==> src/rtl/stage_mm_pkg.sv <==
// Shared constants for the memory-access stage: datapath widths and bus FSM encodings.
package stage_mm_pkg;

  localparam int unsigned DATA_W     = 32;
  localparam int unsigned REG_ADDR_W = 5;
  localparam int unsigned MEM_ADDR_W = 32;

  typedef logic [1:0] mm_state_t;

  localparam mm_state_t MM_IDLE   = 2'd0;
  localparam mm_state_t MM_REQ    = 2'd1;
  localparam mm_state_t MM_WAIT_R = 2'd2;
  localparam mm_state_t MM_DONE   = 2'd3;

endpackage

==> src/rtl/stage_mm_if.sv <==
// Per-core data-memory bus with req/gnt/rvalid handshake.
interface stage_mm_if #(
  parameter int unsigned DATA_W = 32,
  parameter int unsigned ADDR_W = 32
);

  logic              mem_req;
  logic              mem_we;
  logic [ADDR_W-1:0] mem_addr;
  logic [DATA_W-1:0] mem_wdata;
  logic              mem_gnt;
  logic              mem_rvalid;
  logic [DATA_W-1:0] mem_rdata;

  modport master (
    output mem_req, mem_we, mem_addr, mem_wdata,
    input  mem_gnt, mem_rvalid, mem_rdata
  );

  modport slave (
    input  mem_req, mem_we, mem_addr, mem_wdata,
    output mem_gnt, mem_rvalid, mem_rdata
  );

endinterface

==> src/rtl/mm_bus_if.sv <==
// Bus-side FSM of the MM stage: issues the request, holds it until granted, waits for
// read data and buffers a result that completes while the pipeline is stalled.
module mm_bus_if #(
  parameter int unsigned DATA_W = 32,
  parameter int unsigned ADDR_W = 32
) (
  input  logic              clk,
  input  logic              rst_n,
  input  logic              en,
  input  logic              stall,
  input  logic              flush,
  input  logic              mem_rd,
  input  logic              mem_wr,
  input  logic [DATA_W-1:0] alu_res,
  input  logic [DATA_W-1:0] store_data,
  stage_mm_if.master        bus,
  output logic              stall_req,
  output logic              cpl,
  output logic              cpl_load,
  output logic [DATA_W-1:0] cpl_data,
  output logic              skip
);

  import stage_mm_pkg::*;

  mm_state_t         state_q, state_d;
  logic [ADDR_W-1:0] addr_q;
  logic              we_q;
  logic [DATA_W-1:0] wdata_q;
  logic [DATA_W-1:0] buf_q;
  logic              buf_load_q;
  logic              skip_q;
  logic              op_valid;
  logic              fin;
  logic              fin_load;

  // An op drained from DONE is still sitting in EX for one cycle; don't issue it twice.
  assign op_valid = en && !flush && (mem_rd || mem_wr) && !skip_q;

  always_comb begin
    state_d       = state_q;
    bus.mem_req   = 1'b0;
    bus.mem_we    = we_q;
    bus.mem_addr  = addr_q;
    bus.mem_wdata = wdata_q;
    stall_req     = 1'b0;
    fin           = 1'b0;
    fin_load      = 1'b0;
    case (state_q)
      MM_IDLE: begin
        // Reset gates the request so an abandoned transaction is dropped at once.
        bus.mem_req   = op_valid && rst_n;
        bus.mem_we    = mem_wr;
        bus.mem_addr  = alu_res[ADDR_W-1:0];
        bus.mem_wdata = store_data;
        stall_req     = op_valid && !(mem_wr && bus.mem_gnt);
        if (op_valid) begin
          if (!bus.mem_gnt)  state_d = MM_REQ;
          else if (mem_wr)   fin     = 1'b1;
          else               state_d = MM_WAIT_R;
        end
      end
      MM_REQ: begin
        bus.mem_req = 1'b1;
        stall_req   = !(we_q && bus.mem_gnt);
        if (bus.mem_gnt) begin
          if (we_q) fin     = 1'b1;
          else      state_d = MM_WAIT_R;
        end
      end
      MM_WAIT_R: begin
        stall_req = !bus.mem_rvalid;
        if (bus.mem_rvalid) begin
          fin      = 1'b1;
          fin_load = 1'b1;
        end
      end
      MM_DONE: begin
        stall_req = 1'b1;
        if (!stall) state_d = MM_IDLE;
      end
      default: state_d = MM_IDLE;
    endcase
    if (fin) state_d = stall ? MM_DONE : MM_IDLE;
  end

  assign cpl      = !stall && (fin || (state_q == MM_DONE));
  assign cpl_load = (state_q == MM_DONE) ? buf_load_q : fin_load;
  assign cpl_data = (state_q == MM_DONE) ? buf_q : bus.mem_rdata;
  assign skip     = skip_q;

  always_ff @(posedge clk or negedge rst_n) begin
    if (!rst_n) begin
      state_q    <= MM_IDLE;
      addr_q     <= '0;
      we_q       <= 1'b0;
      wdata_q    <= '0;
      buf_q      <= '0;
      buf_load_q <= 1'b0;
      skip_q     <= 1'b0;
    end else begin
      state_q <= state_d;
      if ((state_q == MM_IDLE) && op_valid) begin
        addr_q  <= alu_res[ADDR_W-1:0];
        we_q    <= mem_wr;
        wdata_q <= store_data;
      end
      if (fin && stall) begin
        buf_q      <= bus.mem_rdata;
        buf_load_q <= fin_load;
      end
      if ((state_q == MM_DONE) && !stall) skip_q <= 1'b1;
      else if (!stall)                    skip_q <= 1'b0;
    end
  end

endmodule

==> src/rtl/stage_mm.sv <==
// MM pipeline stage: write-back/forwarding registers fed by ALU results or bus load data.
module stage_mm #(
  parameter int unsigned DATA_W     = stage_mm_pkg::DATA_W,
  parameter int unsigned ADDR_W     = stage_mm_pkg::MEM_ADDR_W,
  parameter int unsigned REG_ADDR_W = stage_mm_pkg::REG_ADDR_W
) (
  input  logic                  clk,
  input  logic                  rst_n,
  input  logic                  en,
  input  logic                  stall,
  input  logic                  flush,
  input  logic                  reg_wr,
  input  logic [REG_ADDR_W-1:0] reg_addr_rd,
  input  logic [DATA_W-1:0]     alu_res,
  input  logic                  mem_rd,
  input  logic                  mem_wr,
  input  logic [DATA_W-1:0]     store_data,
  output logic                  out_reg_wr,
  output logic [REG_ADDR_W-1:0] out_reg_addr_rd,
  output logic [DATA_W-1:0]     out_reg_data_rd,
  output logic                  out_flush,
  output logic                  stall_req,
  stage_mm_if.master            bus
);

  import stage_mm_pkg::*;

  logic              cpl;
  logic              cpl_load;
  logic [DATA_W-1:0] cpl_data;
  logic              skip;

  mm_bus_if #(
    .DATA_W (DATA_W),
    .ADDR_W (ADDR_W)
  ) u_bus (
    .clk        (clk),
    .rst_n      (rst_n),
    .en         (en),
    .stall      (stall),
    .flush      (flush),
    .mem_rd     (mem_rd),
    .mem_wr     (mem_wr),
    .alu_res    (alu_res),
    .store_data (store_data),
    .bus        (bus),
    .stall_req  (stall_req),
    .cpl        (cpl),
    .cpl_load   (cpl_load),
    .cpl_data   (cpl_data),
    .skip       (skip)
  );

  // Bubbles while busy keep EX from forwarding a result that does not exist yet.
  always_ff @(posedge clk or negedge rst_n) begin
    if (!rst_n) begin
      out_flush       <= 1'b1;
      out_reg_wr      <= 1'b0;
      out_reg_addr_rd <= '0;
      out_reg_data_rd <= '0;
    end else if (cpl) begin
      out_flush       <= flush;
      out_reg_wr      <= reg_wr && !flush;
      out_reg_addr_rd <= reg_addr_rd;
      out_reg_data_rd <= cpl_load ? cpl_data : alu_res;
    end else if (!stall && (stall_req || skip)) begin
      out_flush  <= 1'b1;
      out_reg_wr <= 1'b0;
    end else if (en && !stall) begin
      out_flush       <= flush;
      out_reg_wr      <= reg_wr && !flush;
      out_reg_addr_rd <= reg_addr_rd;
      out_reg_data_rd <= alu_res;
    end
  end

endmodule

==> src/flat_wrapper.sv <==
// flat-port wrapper written by rule: the top's interface ports become plain ports
module stage_mm_flat import stage_mm_pkg::*;
#(
  parameter int unsigned DATA_W     = stage_mm_pkg::DATA_W,
  parameter int unsigned ADDR_W     = stage_mm_pkg::MEM_ADDR_W,
  parameter int unsigned REG_ADDR_W = stage_mm_pkg::REG_ADDR_W
)
  (clk, rst_n, en, stall, flush, reg_wr, reg_addr_rd, alu_res, mem_rd, mem_wr, store_data, out_reg_wr, out_reg_addr_rd, out_reg_data_rd, out_flush, stall_req, bus_mem_req, bus_mem_we, bus_mem_addr, bus_mem_wdata, bus_mem_gnt, bus_mem_rvalid, bus_mem_rdata);
  stage_mm_if #(.DATA_W(DATA_W), .ADDR_W(ADDR_W)) bus_i ();
  input  logic clk;
  input  logic rst_n;
  input  logic en;
  input  logic stall;
  input  logic flush;
  input  logic reg_wr;
  input  logic [REG_ADDR_W-1:0] reg_addr_rd;
  input  logic [DATA_W-1:0] alu_res;
  input  logic mem_rd;
  input  logic mem_wr;
  input  logic [DATA_W-1:0] store_data;
  output logic out_reg_wr;
  output logic [REG_ADDR_W-1:0] out_reg_addr_rd;
  output logic [DATA_W-1:0] out_reg_data_rd;
  output logic out_flush;
  output logic stall_req;
  output wire logic [$bits(bus_i.mem_req)-1:0] bus_mem_req;
  output wire logic [$bits(bus_i.mem_we)-1:0] bus_mem_we;
  output wire logic [$bits(bus_i.mem_addr)-1:0] bus_mem_addr;
  output wire logic [$bits(bus_i.mem_wdata)-1:0] bus_mem_wdata;
  input wire logic [$bits(bus_i.mem_gnt)-1:0] bus_mem_gnt;
  input wire logic [$bits(bus_i.mem_rvalid)-1:0] bus_mem_rvalid;
  input wire logic [$bits(bus_i.mem_rdata)-1:0] bus_mem_rdata;
  assign bus_mem_req = bus_i.mem_req;
  assign bus_mem_we = bus_i.mem_we;
  assign bus_mem_addr = bus_i.mem_addr;
  assign bus_mem_wdata = bus_i.mem_wdata;
  assign bus_i.mem_gnt = bus_mem_gnt;
  assign bus_i.mem_rvalid = bus_mem_rvalid;
  assign bus_i.mem_rdata = bus_mem_rdata;
  stage_mm #(.DATA_W(DATA_W), .ADDR_W(ADDR_W), .REG_ADDR_W(REG_ADDR_W)) u_core (.clk(clk), .rst_n(rst_n), .en(en), .stall(stall), .flush(flush), .reg_wr(reg_wr), .reg_addr_rd(reg_addr_rd), .alu_res(alu_res), .mem_rd(mem_rd), .mem_wr(mem_wr), .store_data(store_data), .out_reg_wr(out_reg_wr), .out_reg_addr_rd(out_reg_addr_rd), .out_reg_data_rd(out_reg_data_rd), .out_flush(out_flush), .stall_req(stall_req), .bus(bus_i));
endmodule
==> config.mk <==
export PLATFORM = sky130hd
export DESIGN_NAME = stage_mm_flat
export DESIGN_NICKNAME = d
export VERILOG_FILES = /design/src/rtl/stage_mm_pkg.sv /design/src/rtl/stage_mm_if.sv /design/src/rtl/mm_bus_if.sv /design/src/rtl/stage_mm.sv /design/src/flat_wrapper.sv
export SDC_FILE = /design/constraint.sdc
export NUM_CORES = 1
export LEC_CHECK = 0
export BUFFER_PORTS_ARGS = -buffer_cell sky130_fd_sc_hd__clkbuf_2
export CAP_MARGIN = 20
export CORE_MARGIN = 3
export CORE_UTILIZATION = 26
export CTS_CLUSTER_DIAMETER = 200
export CTS_CLUSTER_SIZE = 12
export DETAILED_ROUTE_END_ITERATION = 8
export GPL_ROUTABILITY_DRIVEN = 0
export SKIP_CTS_REPAIR_TIMING = 1
export SYNTH_ARGS = -nofsm -noshare
export SYNTH_HDL_FRONTEND = slang
export SYNTH_SLANG_ARGS = --single-unit
==> constraint.sdc <==
create_clock -name clk -period 6 [get_ports clk]
set_clock_uncertainty 0.05 [all_clocks]
set_input_delay 0.6 -clock clk [delete_from_list [all_inputs] [get_ports clk]]
set_output_delay 0.6 -clock clk [all_outputs]
set_load 0.02 [all_outputs]
[Yosys cells after proc, flatten, opt, wreduce, memory -nomap -nowiden]
Cells that the tools add are included.
Storage, ports and cells
  register bits: 140
  input bits: 111
  output and inout bits: 106
  word-level logic and storage cells: 89
Cells by class
  equality and inequality tests: 10
  mux-type cells: 39
  reductions and logical operators: 29
Operator list (count)
  two-way mux 32 bit: 7
  two-way mux 1 bit: 17
  two-way mux 2 bit: 8
  two-way mux 5 bit: 3
  logical AND 1 bit: 14
  inequality test 3 bit, second input constant: 4
  zero test 1 bit: 6
  one-hot mux 2 bit (3 select lines): 1
  AND reduction 6 bit: 1
  equality test 2 bit, second input constant: 2
  inequality test 2 x 1 -> 1 bit, second input constant: 2
  inequality test 4 bit, second input constant: 1
  one-hot mux 1 bit (4 select lines): 1
  nonzero test 4 bit: 1
  logical OR 1 bit: 3
  one-hot mux 1 bit (3 select lines): 1
  nonzero test 3 bit: 1
  equality test 2 x 1 -> 1 bit, second input constant: 1
  zero test 2 bit: 1
  one-hot mux 1 bit (2 select lines): 1
  AND reduction 2 bit: 1
  nonzero test 2 bit: 1

[Longest topological paths before layout]
  depth after elaboration: 10
  gate-level depth with buffers: 10
  depth with buffers taken out: 7

[Hierarchy]
A second synthesis with hierarchy kept.
Second synthesis, totals
  cell total of the unflattened synthesis: 490
  area total of the unflattened synthesis: 7240.7 um2
Modules (own cells, without submodules)
  mm_bus_if: instances 1, cells each 366, area an instance 5327.6 um2, seq. area each 2527.4 um2
  stage_mm: instances 1, cells each 124, area an instance 1913.1 um2, seq. area each 977.2 um2

[Worst setup path after synthesis]
OpenSTA, ideal clock, no wires.
  path type: reg2out
  from: register u_core.u_bus.state_q[0]
  to: output bus_mem_addr[0]
  data arrival time: 1.938 ns
  data required time: 5.350 ns
  path slack: 3.412 ns
  stages on the path, launching flop included: 7
  buffers on the path: 3
  cells stage by stage: dfrtp_1 inv_1 ha_1 clkbuf_1 clkbuf_1 clkbuf_1 mux2_2
On the way
  longest elaborated chain between the ends: 2
Ends and longest elaborated chain
  start: declaration: line mm_bus_if.sv:26  | mm_state_t state_q, state_d;
  start signal: assignment: line mm_bus_if.sv:102  | state_q <= state_d;
  zero test 2 bit: line mm_bus_if.sv:49  | case (state_q)
  two-way mux 32 bit: line mm_bus_if.sv:49
  end: declaration: line flat_wrapper.sv:28  | output wire logic [$bits(bus_i.mem_addr)-1:0] bus_mem_addr;
Every way passes these cells.

[Final worst setup path]
  from: register u_core.u_bus.state_q[0]
  to: register u_core.out_reg_data_rd[20]
On the way
  longest elaborated chain between the ends: 6
  elaborated cells between the ends (all ways): 18
  those cells by class: eq/ne: 4; mux: 7; reduce/logical: 7
Ends and longest elaborated chain
  equality test 2 bit, or another cell as far along
  one-hot mux 1 bit (4 select lines) or one-hot mux 1 bit (3 select lines) (tied branches): line mm_bus_if.sv:49
  logical OR 1 bit (on tied branches): line stage_mm.sv:66, mm_bus_if.sv:87
  logical AND 1 bit (on tied branches): line stage_mm.sv:66, mm_bus_if.sv:87
  inequality test 2 x 1 -> 1 bit (no line) or nonzero test 2 bit (tied branches)
  AND reduction 2 bit (no line)
  end signal: assignment: line stage_mm.sv:65  | out_reg_data_rd <= cpl_load ? cpl_data : alu_res;
  end signal: assignment: line stage_mm.sv:73  | out_reg_data_rd <= alu_res;
  end: declaration: line stage_mm.sv:20  | output logic [DATA_W-1:0] out_reg_data_rd,
Parallel ways exist; a longest one is shown, timed or not.
A chain may end at the register's enable or synchronous reset.

==> results.md <==
* Largest net degree at the start of global routing at 79
* Final hold vios at 0
* Pwr dens at approximately 600 nW/um2
* Synth Net Count at around 640
* Status: finished, final reports clean
* Synth Register Bits at 140
* Max Clk Rate at about 260 MHz
* Post-synth top area share at 50.6%
* Hold Crit Class: in -> async
* Avg Inst Size Synth at 13.2 um2
* Lkg Pwr at between 4 and 5 nW
* Post-Route WL at 16900 um
* Number of global-route vias before repair at a little over 5000
* CTS root buf: clkbuf_16
* Placement Cell Area at approximately 8300 um2
* Core outline area at roughly 26000 um2
* First-pass GRT wire length at 27400 um
* CP Capture Type: register
* Setup TNS at 0 ps
* IO Port Bufs at between 200 and 250
* Unique masters post-synth at 34
* Starting density of the core at between 20 and 30%
* Crit share post-route at 63.2%
* CTS Buf Count at 17
* Vias/cell at ~4.5
* Clock sink total at 140
* Clock Pin Slew Worst Setup and Hold Paths at ~60 ps
* Diode count at 0
* Cell Chain, Critical Path: inv_1 > ha_4 > nand3_1 > o211ai_2 > nor2_1 > a21oi_4 > buf_4 > mux2_2
* CP max stage cell: ha_4
* Arrival @ worst endpoint at approximately 4000 ps
* Synth Cell Area at about 6900 um2
* TritonCTS clock tree: done
* RSZ-0062 raised after global routing: false
* Drc violations at 0
* H-tree levels at 4
* Number of synthesized flops with an enable pin at 0
* CP required at 6240 ps
* Crit-path max cell delay at 830 ps
* Drt pass-1 iters at 4
* Layout area overhead at 30.2%
* WL/cell at 15.8 um
* Slew Limit Headroom at approximately 32%
* I/O pins at roughly 220
* CP bufs+invs at 2
* Post-synthesis sequential area ratio at 50.9%
* Post-synth top flop: dfrtp_1
* Grt total ovfl at 0
* Fin crit period at 3790 ps
* Row Count at 58
* Synth top area cells: dfrtp_1, mux2_2, mux2i_1, a21oi_1, nor2_1
* Hpwl dp at 11600 um
* # fillers at 2569
* Drt first-iter violations at 153
* Die Y at roughly 170 um
* Crit path max fanout at 70
* All-Layer GR Usage at between 10% and 20%
* Routed via count at between 4000 and 5000
* Largest area contributor in the netlist: dfrtp_1
* Synth async-reset ratio at 100%
* CP Launch Type: register
* Share of cells above drive strength 1 at between 60% and 70%
* Maximum capacitance violations at 0
* Largest delay share family, worst path: compound AO/OA/AOI/OAI gates
* Critical path class: reg -> reg
* Finished Cell Area at ~9000 um2
* Endpoints failing setup at 0
* VDD IR-drop max at ~280 uV
* Final #Nets at about 840
* Worst skew pair latency at 410 ps
* Final Max Slew Viols at 0
* Final ANT Viol Nets at 0
* Die area at 28500 um2
* Top cells by count, synth: mux2_2, dfrtp_1, nor2_1
* Initial antenna violation count at 0
* Setup crit start: u_core.u_bus.state_q[0]$_DFFE_PN0P_
* Synthesized netlist cell count at 520
* YS warnings at 0
* Die X-Extent at approximately 170 um
* Worst slew pin tran at 1010 ps
* Reg-to-Reg Start: u_core.u_bus.state_q[0]$_DFFE_PN0P_
* Clock buffer depth at 2
* Top-count cell post-synth: mux2_2
## layer usage
| layer | vias up | wire (um) | track usage [%] |
|---|---|---|---|
| li1 | 2279 | - | - |
| met5 | - | 0 | 0 |
| met1 | 2391 | 7500 | 15.1 |
| met4 | 0 | 124 | 2.77 |
| met2 | 127 | 8250 | 20.8 |
| met3 | 8 | 998 | 4.06 |
## layout by cell type (no fill, tap or decap), types with 2 or more instances in the layout
master,Yosys,final
clkbuf_2,0,215
nor2b_1,3,3
nor2_1,38,38
mux2_2,194,194
clkbuf_1,25,2
bufinv_16,0,4
a31o_2,2,2
a21oi_1,34,32
clkbuf_16,0,17
nand3_1,2,2
inv_1,5,5
o21ai_0,4,4
clkinvlp_4,0,3
ha_1,4,2
mux2i_1,33,33
buf_4,2,4
clkinv_2,0,3
a21oi_4,0,2
nand2_1,6,5
mux2_4,8,8
clkbuf_8,0,2
dfrtp_1,139,139
## layout make-up
type	instances	area [um2]	share of cell area, %
clock buffers	21	460	5.14
clock inverters	11	166	1.86
inverters	5	18.8	0.209
multi-input cells	342	3250	36.3
flip-flops and latches	140	3500	39.1
well taps	330	413	4.61
repair buffers	221	1140	12.8
## worst reg2reg max path: cells and delay by family (launching register included)
family / cells / cell delay (ps)
AND/OR/NAND/NOR: 2 / 330
adder cells (fa/ha/maj): 1 / 830
buffers and inverters: 2 / 610
flip-flops: 1 / 430
multiplexers: 1 / 380
AO/OA/AOI/OAI: 2 / 1050
## state kept, by name, summed over array words and instances (netlist names)
signal                   cells
u_core.u_bus.wdata_q        32
u_core.u_bus.buf_load_q      1
u_core.u_bus.addr_q         32
u_core.out_reg_data_rd      32
u_core.u_bus.skip            1
u_core.u_bus.state_q         2
u_core.u_bus.buf_q          32
u_core.out_reg_wr            1
u_core.out_reg_addr_rd       5
u_core.out_flush             1
u_core.u_bus.we_q            1
## path summary, 6_finish.rpt
path | end | slack (ps) | depth (start not counted)
worst max-delay path | u_core.out_reg_data_rd[20]$_DFFE_PN0P_ | 2210 | 8
worst min-delay path | u_core.u_bus.wdata_q[21]$_DFFE_PN0P_ | 160 | 1
worst max register to register | u_core.out_reg_data_rd[20]$_DFFE_PN0P_ | 2210 | 8
worst min register to register | u_core.out_flush$_DFFE_PN1P_ | 420 | 2
max in group asynchronous | u_core.out_reg_data_rd[17]$_DFFE_PN0P_ | 4440 | 2
min in group clk | u_core.out_reg_addr_rd[4]$_DFFE_PN0P_ | 370 | 2
## kinds of logic (layout without fill, tap and decap cells)
family                   after synthesis  in the layout  share of synthesized area (%)
adder cells (fa/ha/maj)                4              4                          0.727
multiplexers                         235            235                           38.3
AND/OR/NAND/NOR                       55             55                           3.53
AO/OA/AOI/OAI                         48             48                           4.04
flip-flops                           140            140                           50.9
buffers and inverters                 38            258                           2.47
## stage by stage
step	power, mW	utilization, %	hold WS [ps]	setup slack (ps)	std cells
floorplan	3.52	-	254	3410	520
finish	5.36	35.0	157	2210	1070
global route	5.72	35.0	208	1900	1070
CTS	5.45	34.9	185	2120	1069
global placement	4.25	32.4	420	2180	1037
detailed placement	4.29	32.4	410	2120	1037
## where the power goes
| part | leakage [nW] | internal [mW] | switching (mW) |
|---|---|---|---|
| Combinational | 2.17 | 1.22 | 1.34 |
| Clock | 0.299 | 0.717 | 0.413 |
| Sequential | 1.67 | 1.43 | 0.243 |
| Total | 4.14 | 3.36 | 2.00 |
(Power assumes the default switching activity.)
